===== src/rtl/seq_detect_ctrl.sv =====
// seq_detect_ctrl -- programmable serial pattern-detect controller.
//
// Takes a runtime pattern, length and match target over a ready/valid config
// port, arms on start, then scans the qualified serial stream for the pattern.
// Overlapping matches are allowed. A run ends after the target number of
// matches, on abort, or (optional) on timeout.
//
// Optional feature macro: SEQ_TIMEOUT_EN
//   defined   -> an armed run with TIMEOUT_CYC cycles between matches (or
//                since arm) ends with a one-cycle timeout pulse.
//   undefined -> no timeout counter, timeout is held at 0.
//
// Ports:
//   clk          rising-edge clock
//   reset        synchronous, active-high
//   in           serial data bit
//   in_valid     in is sampled only when high
//   cfg_valid    config offer
//   cfg_ready    config acceptance, high only in IDLE
//   cfg_pattern  pattern; bit [len-1] is received first, bit 0 last
//   cfg_len      pattern length 1..PAT_W (0 or >PAT_W stored as PAT_W)
//   cfg_target   matches per run, 0 = continuous
//   start        arm request (needs a loaded config)
//   abort        cancel the run
//   busy         high while ARMED
//   out          one-cycle match pulse
//   done         one-cycle pulse when the target is reached
//   timeout      one-cycle timeout pulse
//   match_count  matches in the current or last run (saturating)

module seq_detect_ctrl #(
    parameter int PAT_W       = 8,
    parameter int LEN_W       = 4,
    parameter int CNT_W       = 8,
    parameter int TIMEOUT_CYC = 256
) (
    input  logic             clk,
    input  logic             reset,
    input  logic             in,
    input  logic             in_valid,
    input  logic             cfg_valid,
    output logic             cfg_ready,
    input  logic [PAT_W-1:0] cfg_pattern,
    input  logic [LEN_W-1:0] cfg_len,
    input  logic [CNT_W-1:0] cfg_target,
    input  logic             start,
    input  logic             abort,
    output logic             busy,
    output logic             out,
    output logic             done,
    output logic             timeout,
    output logic [CNT_W-1:0] match_count
);

    // Elaboration-time sanity on the parameter set.
    if ((PAT_W < 2) || ((1 << LEN_W) <= PAT_W) || (TIMEOUT_CYC < 2)) begin : g_bad_params
        $error("seq_detect_ctrl: PAT_W>=2, LEN_W must hold PAT_W, TIMEOUT_CYC>=2");
    end

    typedef enum logic [1:0] {
        S_IDLE  = 2'd0,
        S_ARMED = 2'd1,
        S_DONE  = 2'd2
    } state_t;

    state_t           state;
    logic [PAT_W-1:0] pat;
    logic [LEN_W-1:0] len;
    logic [CNT_W-1:0] target;
    logic             cfg_loaded;
    logic [PAT_W-1:0] sr;
    logic [LEN_W-1:0] fill;

`ifdef SEQ_TIMEOUT_EN
    localparam int TO_W = (TIMEOUT_CYC > 2) ? $clog2(TIMEOUT_CYC) : 1;
    localparam logic [TO_W-1:0] TO_LAST = TO_W'(TIMEOUT_CYC - 1);
    logic [TO_W-1:0] tcnt;
`endif

    logic [PAT_W-1:0] sr_next;
    logic [LEN_W-1:0] fill_next;
    logic [LEN_W-1:0] cfg_len_norm;
    logic [CNT_W-1:0] count_inc;
    logic             bit_match;

    // Mask selecting the low n bits of a pattern-wide word.
    function automatic logic [PAT_W-1:0] len_mask(input logic [LEN_W-1:0] n);
        logic [PAT_W-1:0] m;
        for (int i = 0; i < PAT_W; i++) begin
            m[i] = (i < int'(n));
        end
        return m;
    endfunction

    always_comb begin
        sr_next      = {sr[PAT_W-2:0], in};
        fill_next    = (fill == LEN_W'(PAT_W)) ? fill : fill + 1'b1;
        cfg_len_norm = ((cfg_len == '0) || (cfg_len > LEN_W'(PAT_W))) ? LEN_W'(PAT_W) : cfg_len;
        count_inc    = (&match_count) ? match_count : match_count + 1'b1;
        // Match is judged on the post-shift window so the pulse belongs to
        // the edge that samples the final pattern bit.
        bit_match    = in_valid && (fill_next >= len) &&
                       (((sr_next ^ pat) & len_mask(len)) == '0);
    end

    always_ff @(posedge clk) begin
        if (reset) begin
            state       <= S_IDLE;
            cfg_ready   <= 1'b1;
            busy        <= 1'b0;
            out         <= 1'b0;
            done        <= 1'b0;
            timeout     <= 1'b0;
            match_count <= '0;
            cfg_loaded  <= 1'b0;
            sr          <= '0;
            fill        <= '0;
`ifdef SEQ_TIMEOUT_EN
            tcnt        <= '0;
`endif
        end else begin
            out     <= 1'b0;
            done    <= 1'b0;
            timeout <= 1'b0;
            case (state)
                S_IDLE: begin
                    if (cfg_valid && cfg_ready) begin
                        pat        <= cfg_pattern;
                        len        <= cfg_len_norm;
                        target     <= cfg_target;
                        cfg_loaded <= 1'b1;
                    end
                    // A config offered on the same edge counts as loaded.
                    if (start && (cfg_loaded || (cfg_valid && cfg_ready))) begin
                        state       <= S_ARMED;
                        busy        <= 1'b1;
                        cfg_ready   <= 1'b0;
                        sr          <= '0;
                        fill        <= '0;
                        match_count <= '0;
`ifdef SEQ_TIMEOUT_EN
                        tcnt        <= '0;
`endif
                    end
                end

                S_ARMED: begin
                    if (abort) begin
                        state     <= S_IDLE;
                        busy      <= 1'b0;
                        cfg_ready <= 1'b1;
                    end else begin
                        if (in_valid) begin
                            sr   <= sr_next;
                            fill <= fill_next;
                        end
                        if (bit_match) begin
                            // Window is kept so overlapping matches count.
                            out         <= 1'b1;
                            match_count <= count_inc;
`ifdef SEQ_TIMEOUT_EN
                            tcnt        <= '0;
`endif
                            if ((target != '0) && (count_inc == target)) begin
                                state <= S_DONE;
                                busy  <= 1'b0;
                                done  <= 1'b1;
                            end
                        end
`ifdef SEQ_TIMEOUT_EN
                        else if (tcnt == TO_LAST) begin
                            timeout   <= 1'b1;
                            state     <= S_IDLE;
                            busy      <= 1'b0;
                            cfg_ready <= 1'b1;
                        end else begin
                            tcnt <= tcnt + 1'b1;
                        end
`endif
                    end
                end

                S_DONE: begin
                    state     <= S_IDLE;
                    cfg_ready <= 1'b1;
                end

                default: begin
                    state     <= S_IDLE;
                    busy      <= 1'b0;
                    cfg_ready <= 1'b1;
                end
            endcase
        end
    end

endmodule


===== config.mk =====
export PLATFORM = sky130hd
export DESIGN_NAME = seq_detect_ctrl
export DESIGN_NICKNAME = d
export VERILOG_FILES = /design/src/rtl/seq_detect_ctrl.sv
export SDC_FILE = /design/constraint.sdc
export NUM_CORES = 1
export LEC_CHECK = 0
export CAP_MARGIN = 20
export CORE_MARGIN = 2
export CORE_UTILIZATION = 28
export CTS_CLUSTER_SIZE = 8
export DETAILED_ROUTE_END_ITERATION = 8
export PLACE_DENSITY_LB_ADDON = 0.25
export RECOVER_POWER = 100
export SYNTH_ARGS = -nofsm -noshare
export SYNTH_HDL_FRONTEND = slang
export SYNTH_SLANG_ARGS = --single-unit

===== constraint.sdc =====
create_clock -name clk -period 3.2 [get_ports clk]
set_input_delay 0.64 -clock clk [delete_from_list [all_inputs] [get_ports clk]]
set_output_delay 0.64 -clock clk [all_outputs]
set_load 0.01 [all_outputs]

After elaboration in Yosys (flattened, before gate mapping)
Cells that the tools add are included.
W data, S select, Z words.
Word-level totals
  bits in writable memories: 0
  logic and storage cells: 91
  output and inout bits: 13
  register bits: 46
  bits in latches: 0
  memories kept: 0
  input bits: 27
  bits in read-only memories: 0
Cells by class
  divide/modulo/power cells: 0
  $lt $le $gt $ge: 10
  shift-type cells: 0
  reduce and logical (&&, ||, !) cells: 22
  $add $sub $neg: 2
  multiply operators: 0
  multiplexer cells: 28
  eq/ne operators: 11
  bitwise gates (word level): 6
Operators with widths (number)
  $mux W8: 4
  $lt A3 B4 Y1 const A: 4
  $mux W4: 4
  $pmux W8 S2: 1
  $mux W7: 2
  $pmux W7 S2: 1
  $reduce_and A4 Y1: 3
  $ne A2 B2 Y1 const B: 5
  $add A8 B1 Y8 const B: 1
  $and A8 B8 Y8: 1
  $eq A8 B8 Y1: 1
  $logic_not A8 Y1: 1
  $lt A1 B4 Y1 const A: 2
  $lt A2 B4 Y1 const A: 2
  $mux W1: 8
  $mux W2: 4
  $pmux W4 S2: 1
  $reduce_and A8 Y1: 1
  $reduce_bool A8 Y1: 1
  $xor A8 B8 Y8: 1
  $ne A3 B3 Y1 const B: 2
  $reduce_and A3 Y1: 2
  $logic_and A1 B1 Y1: 5
  $add A4 B1 Y4 const B: 1
  16 further kinds: 21

Depth between registers and ports, before layout
  depth in word-level cells: 8
  gate-level depth with buffers: 12
  mapped depth without buffers: 12

Worst setup path after synthesis
OpenSTA, ideal clock, no wires.
  path kind: input -> register
  start: input reset
  end: register len[0], enable pin
  arrival: 2024 ps
  setup slack: 778 ps
  data required time: 2802 ps
  cell stages on the path: 4
  setup time: 398 ps
  path buffers: 1
  cell sequence: clkbuf_1 nor2_1 nand3_1 nor2_1
On the way
  longest elaborated chain between the ends: 2
Ends and longest elaborated chain
  start: declaration: line 38  | input logic reset,
  $not A1 Y1 (no source line)
  $reduce_and A3 Y1 (no source line)
  end signal: assignment: line 129  | len <= cfg_len_norm;
  end: declaration: line 68  | logic [LEN_W-1:0] len;
Every way passes these cells.
A chain may end at the register's enable or synchronous reset.

Final worst setup path
  start: register fill[0]
  end: register match_count[5]
On the way
  longest elaborated chain between the ends: 7
  elaborated cells on any way between the ends: 8
  classes of those cells: add/sub (1); order compare (1); eq/ne (2); mux (1); reduce/logical (3)
Ends and longest elaborated chain
  start: declaration: line 72  | logic [LEN_W-1:0] fill;
  start signal: assignment: line 155  | fill <= fill_next;
  $add A4 B1 Y4 / $eq A4 B4 Y1 (equally long branches): line 97  | fill_next = (fill == LEN_W'(PAT_W)) ? fill : fill + 1'b1;
  $mux W4 (*): line 97
  $ge A4 B4 Y1 (*): line 102  | bit_match = in_valid && (fill_next >= len) &&
  $logic_and A1 B1 Y1 (*) (2 in a row): line 102
  $ne A2 B2 Y1 (no source line) (*)
  $reduce_and A4 Y1 (no source line) (*)
  end signal: assignment: line 160  | match_count <= count_inc;
  end: declaration: line 52  | output logic [CNT_W-1:0] match_count
Every way passes the cells marked *; elsewhere a longest branch is shown, timed or not.

==> results.toml <==
[sta]
setup_viol = 0
fin_crit_ps = 2720
rsz_0062_raised_after_global_routing = "false"
timing.max_slew.rel_slack = 0.586
final_critical_path_share_of_the_clock_period = 0.850
fin_ws_ps = 480
fin_tns_setup_ps = 0
timing_max_transition_violations_final = 0
timing.fmax_ghz = 0.368
tightestPinTransition_ps = 622
hold_viol = 0
clock_skew_ps = 6.69

[floorplan]
start_util = 0.291
design.core.area_mm2 = 0.00826
io-pin-count = 40
dieArea_mm2 = 0.00935
die_w_um = 96.7
rows = 33
chipHeight_um = 96.7

[worst_setup_path]
arrival_ps = 2950
critPathMaxFanout = 9
worstRegToRegCells = 12
regToRegEndpoint = "match_count[5]"
required_ps = 3430
critical_path_class = "reg2reg"
setup.reg_to_reg.worst_slack_ps = 480
worst_setup_ep_type = "flop"
rr_startpoint = "fill[0]"
nature_of_the_critical_path_startpoint = "flop"
cp-startpoint = "fill[0]"

[placement]
place_worst_setup_slack_ps = 653
place_hpwl_mm = 4.29
globalplace.congestion = 0.790
buffer_ports.inserted = 38

[route]
antenna_left = 0
drc_errors = 0
drt-vias-per-instance = 4.95
avgRoutedWirePerCell_um = 14.4
drtPass1Iterations = 4
drt_iter0_drc = 134
dr_total_vias = 1952
route.final.wire_length_mm = 5.67

[global_routing]
vias_in_the_first_global_route = 1852
grt_first_pass_wirelength_mm = 9.27
initial_antenna_violation_count = 0
pin_count_of_the_biggest_net_entering_global_routing = 18
grt_use_total = 0.121
globalRouteOverflowTotal = 0

[synthesis]
number_of_synthesized_register_bits = 46
netlist-cell-type-count = 55
async_flop_share = 0
synth_edf_count = 20
ys.flop_type = "sky130_fd_sc_hd__dfxtp_1"
synthMostInstantiatedCell = "sky130_fd_sc_hd__a21oi_1"
synth.avg_cell_area_um2 = 9.82
syn-instance-count = 245
ys_top_cells_by_count = "sky130_fd_sc_hd__a21oi_1 (29), sky130_fd_sc_hd__dfxtp_1 (26), sky130_fd_sc_hd__nand2_1 (21), sky130_fd_sc_hd__edfxtp_1 (20), sky130_fd_sc_hd__nand3_1 (18)"
post-synth-top-area-fraction = 0.250
yosys_warn_count = 0
netlist_area_mm2 = 0.00241
yosysSeqAreaShare = 0.466
synthDominantAreaCellType = "sky130_fd_sc_hd__edfxtp_1"
post_synthesis_net_count = 279
synth.top_cells.by_area = "sky130_fd_sc_hd__edfxtp_1 (25%), sky130_fd_sc_hd__dfxtp_1 (22%), sky130_fd_sc_hd__a21oi_1 (6.0%)"

[cells_and_area]
footprint_of_the_flip_flops_and_latches_mm2 = 0.00112
multi_input_comb_area_mm2 = 0.00119
fillcell_total = 862
nNetsFinal = 322
antenna_cells = 0
area_growth_syn_to_fin_pct = 25.7
post_route_cells_drive_above_1_share = 0.0865

[clock_network]
clkLatencyLatePin_ps = 310
clock_sink_count = 46
cts.repair.resized = 0
tritoncts_clock_tree = "done"
cts_made_buffers = 5
cts_setup_buffers = 0
h_tree_depth = 2
clk_root_buffer_cell = "sky130_fd_sc_hd__clkbuf_8"
holdBufCountCts = 0
clkSlewWorstSetupHoldPaths_ps = 80
clock_tree.buffer_depth = 2

[power]
power.share.switching = 0.242
cellLeakagePower_nw = 1.07
ir_worst_vdd_mv = 0.180
comb_power_share = 0.122
clock_power_share = 0.349
cellPowerDensity_mw_per_mm2 = 409
internal_power_uw = 937
seq_power_share = 0.529
power.net_switching_uw = 300

[hold_path]
min-delay-start = "sr[6]"
min_delay_worst_endpoint = "sr[6]"
worst_hold_path_cells = 2
worstHoldPathType = "reg2reg"

[run]
max_cap_violations = 0

[run_status]
outcome = "finished, final reports clean"
-- worst max-delay path, stage by stage, from the launching register on --
cell                        delay (ps)
sky130_fd_sc_hd__dfxtp_1           380
sky130_fd_sc_hd__inv_1              80
sky130_fd_sc_hd__ha_1              190
sky130_fd_sc_hd__nand2_1            80
sky130_fd_sc_hd__nor2_1             50
sky130_fd_sc_hd__xnor2_1           140
sky130_fd_sc_hd__ha_1              270
sky130_fd_sc_hd__nand2b_1           90
sky130_fd_sc_hd__a21oi_1            60
sky130_fd_sc_hd__o21ai_0           320
sky130_fd_sc_hd__o2111ai_2         360
sky130_fd_sc_hd__a2111o_1          460
sky130_fd_sc_hd__a31oi_1           170
-- kinds of logic (layout without fill, tap and decap cells) --
logic type | Yosys count | count (layout) | synth area share
adder cells (fa/ha/maj) | 7 | 7 | 0.0364
multiplexers | 4 | 4 | 0.0166
AO/OA/AOI/OAI | 65 | 65 | 0.187
XOR/XNOR | 19 | 19 | 0.0692
AND/OR/NAND/NOR | 81 | 81 | 0.185
other | 1 | 1 | 0.00156
flip-flops | 46 | 46 | 0.466
buffers and inverters | 22 | 66 | 0.0380
-- state kept, by name (all words and copies together) (netlist names) --
signal and cells:
cfg_ready 1, target 8, done 1, fill 4
pat 8, busy 1, out 1, len 4
sr 7, cfg_loaded 1, state 2, match_count 8
-- worst max-delay path by stage --
| stage | cells after the start | to | slack, ps |
|---|---|---|---|
| 5_1_grt | 12 | match_count[5] | 200 |
| 6_report | 12 | match_count[5] | 480 |
| 2_1_floorplan | 4 | len[0] | 780 |
| 3_5_place_dp | 6 | match_count[5] | 650 |
| 4_1_cts | 12 | match_count[5] | 630 |
| 3_3_place_gp | 6 | match_count[5] | 710 |
-- power by group through the flow --
stage               Combinational, mW  Sequential [mW]  Clock (mW)
finish                          0.151            0.654       0.431
global route                    0.168            0.657       0.466
CTS                             0.163            0.654       0.444
detailed placement              0.162            0.667           0
global placement                0.160            0.667           0
floorplan                      0.0843            0.665           0
-- cell type report --
type,count,share of cell area
Tap cell,105,0.0434
Clock buffer,6,0.0240
Multi-Input combinational cell,177,0.393
Timing Repair Buffer,46,0.142
Clock inverter,2,0.0124
Inverter,12,0.0149
Sequential cell,46,0.371
-- layer usage --
| layer | track usage | wire length [um] | share of wire |
|---|---|---|---|
| met4 | 0.0401 | 84 | 0.015 |
| met1 | 0.171 | 2810 | 0.49 |
| met2 | 0.188 | 2550 | 0.45 |
| met3 | 0.0231 | 238 | 0.042 |
| met5 | 0 | 0 | 0 |
-- cell usage in the layout, fill, tap and decap left out, types with 3 or more instances in the layout --
cell                               n
sky130_fd_sc_hd__dlygate4sd3_1    31
sky130_fd_sc_hd__a21oi_1          29
sky130_fd_sc_hd__dfxtp_1          26
sky130_fd_sc_hd__nand2_1          21
sky130_fd_sc_hd__edfxtp_1         20
sky130_fd_sc_hd__nand3_1          18
sky130_fd_sc_hd__xnor2_1          16
sky130_fd_sc_hd__nor2_1           11
sky130_fd_sc_hd__inv_1            10
sky130_fd_sc_hd__ha_1              7
sky130_fd_sc_hd__clkdlybuf4s50_1   7
sky130_fd_sc_hd__o21ai_0           5
sky130_fd_sc_hd__o211ai_1          5
sky130_fd_sc_hd__clkbuf_8          5
sky130_fd_sc_hd__buf_4             5
sky130_fd_sc_hd__a31oi_1           4
sky130_fd_sc_hd__o221a_1           4
sky130_fd_sc_hd__nor4_1            4
sky130_fd_sc_hd__mux2i_1           4
sky130_fd_sc_hd__clkbuf_1          4
sky130_fd_sc_hd__xor2_1            3
sky130_fd_sc_hd__and3_1            3
sky130_fd_sc_hd__nor3_1            3
sky130_fd_sc_hd__nor2b_1           3
-- stage by stage --
step                cell area, um^2  utilization  hold slack, ps  cells  power, mW
floorplan                      2410            -             427    245      0.749
global placement               2930        0.355             451    386      0.827
detailed placement             2930        0.355             458    386      0.829
CTS                            3040        0.368             470    394       1.26
global route                   3030        0.366             500    394       1.29
finish                         3030        0.366             465    394       1.24
No activity file was read; power rests on OpenSTA's default activity.
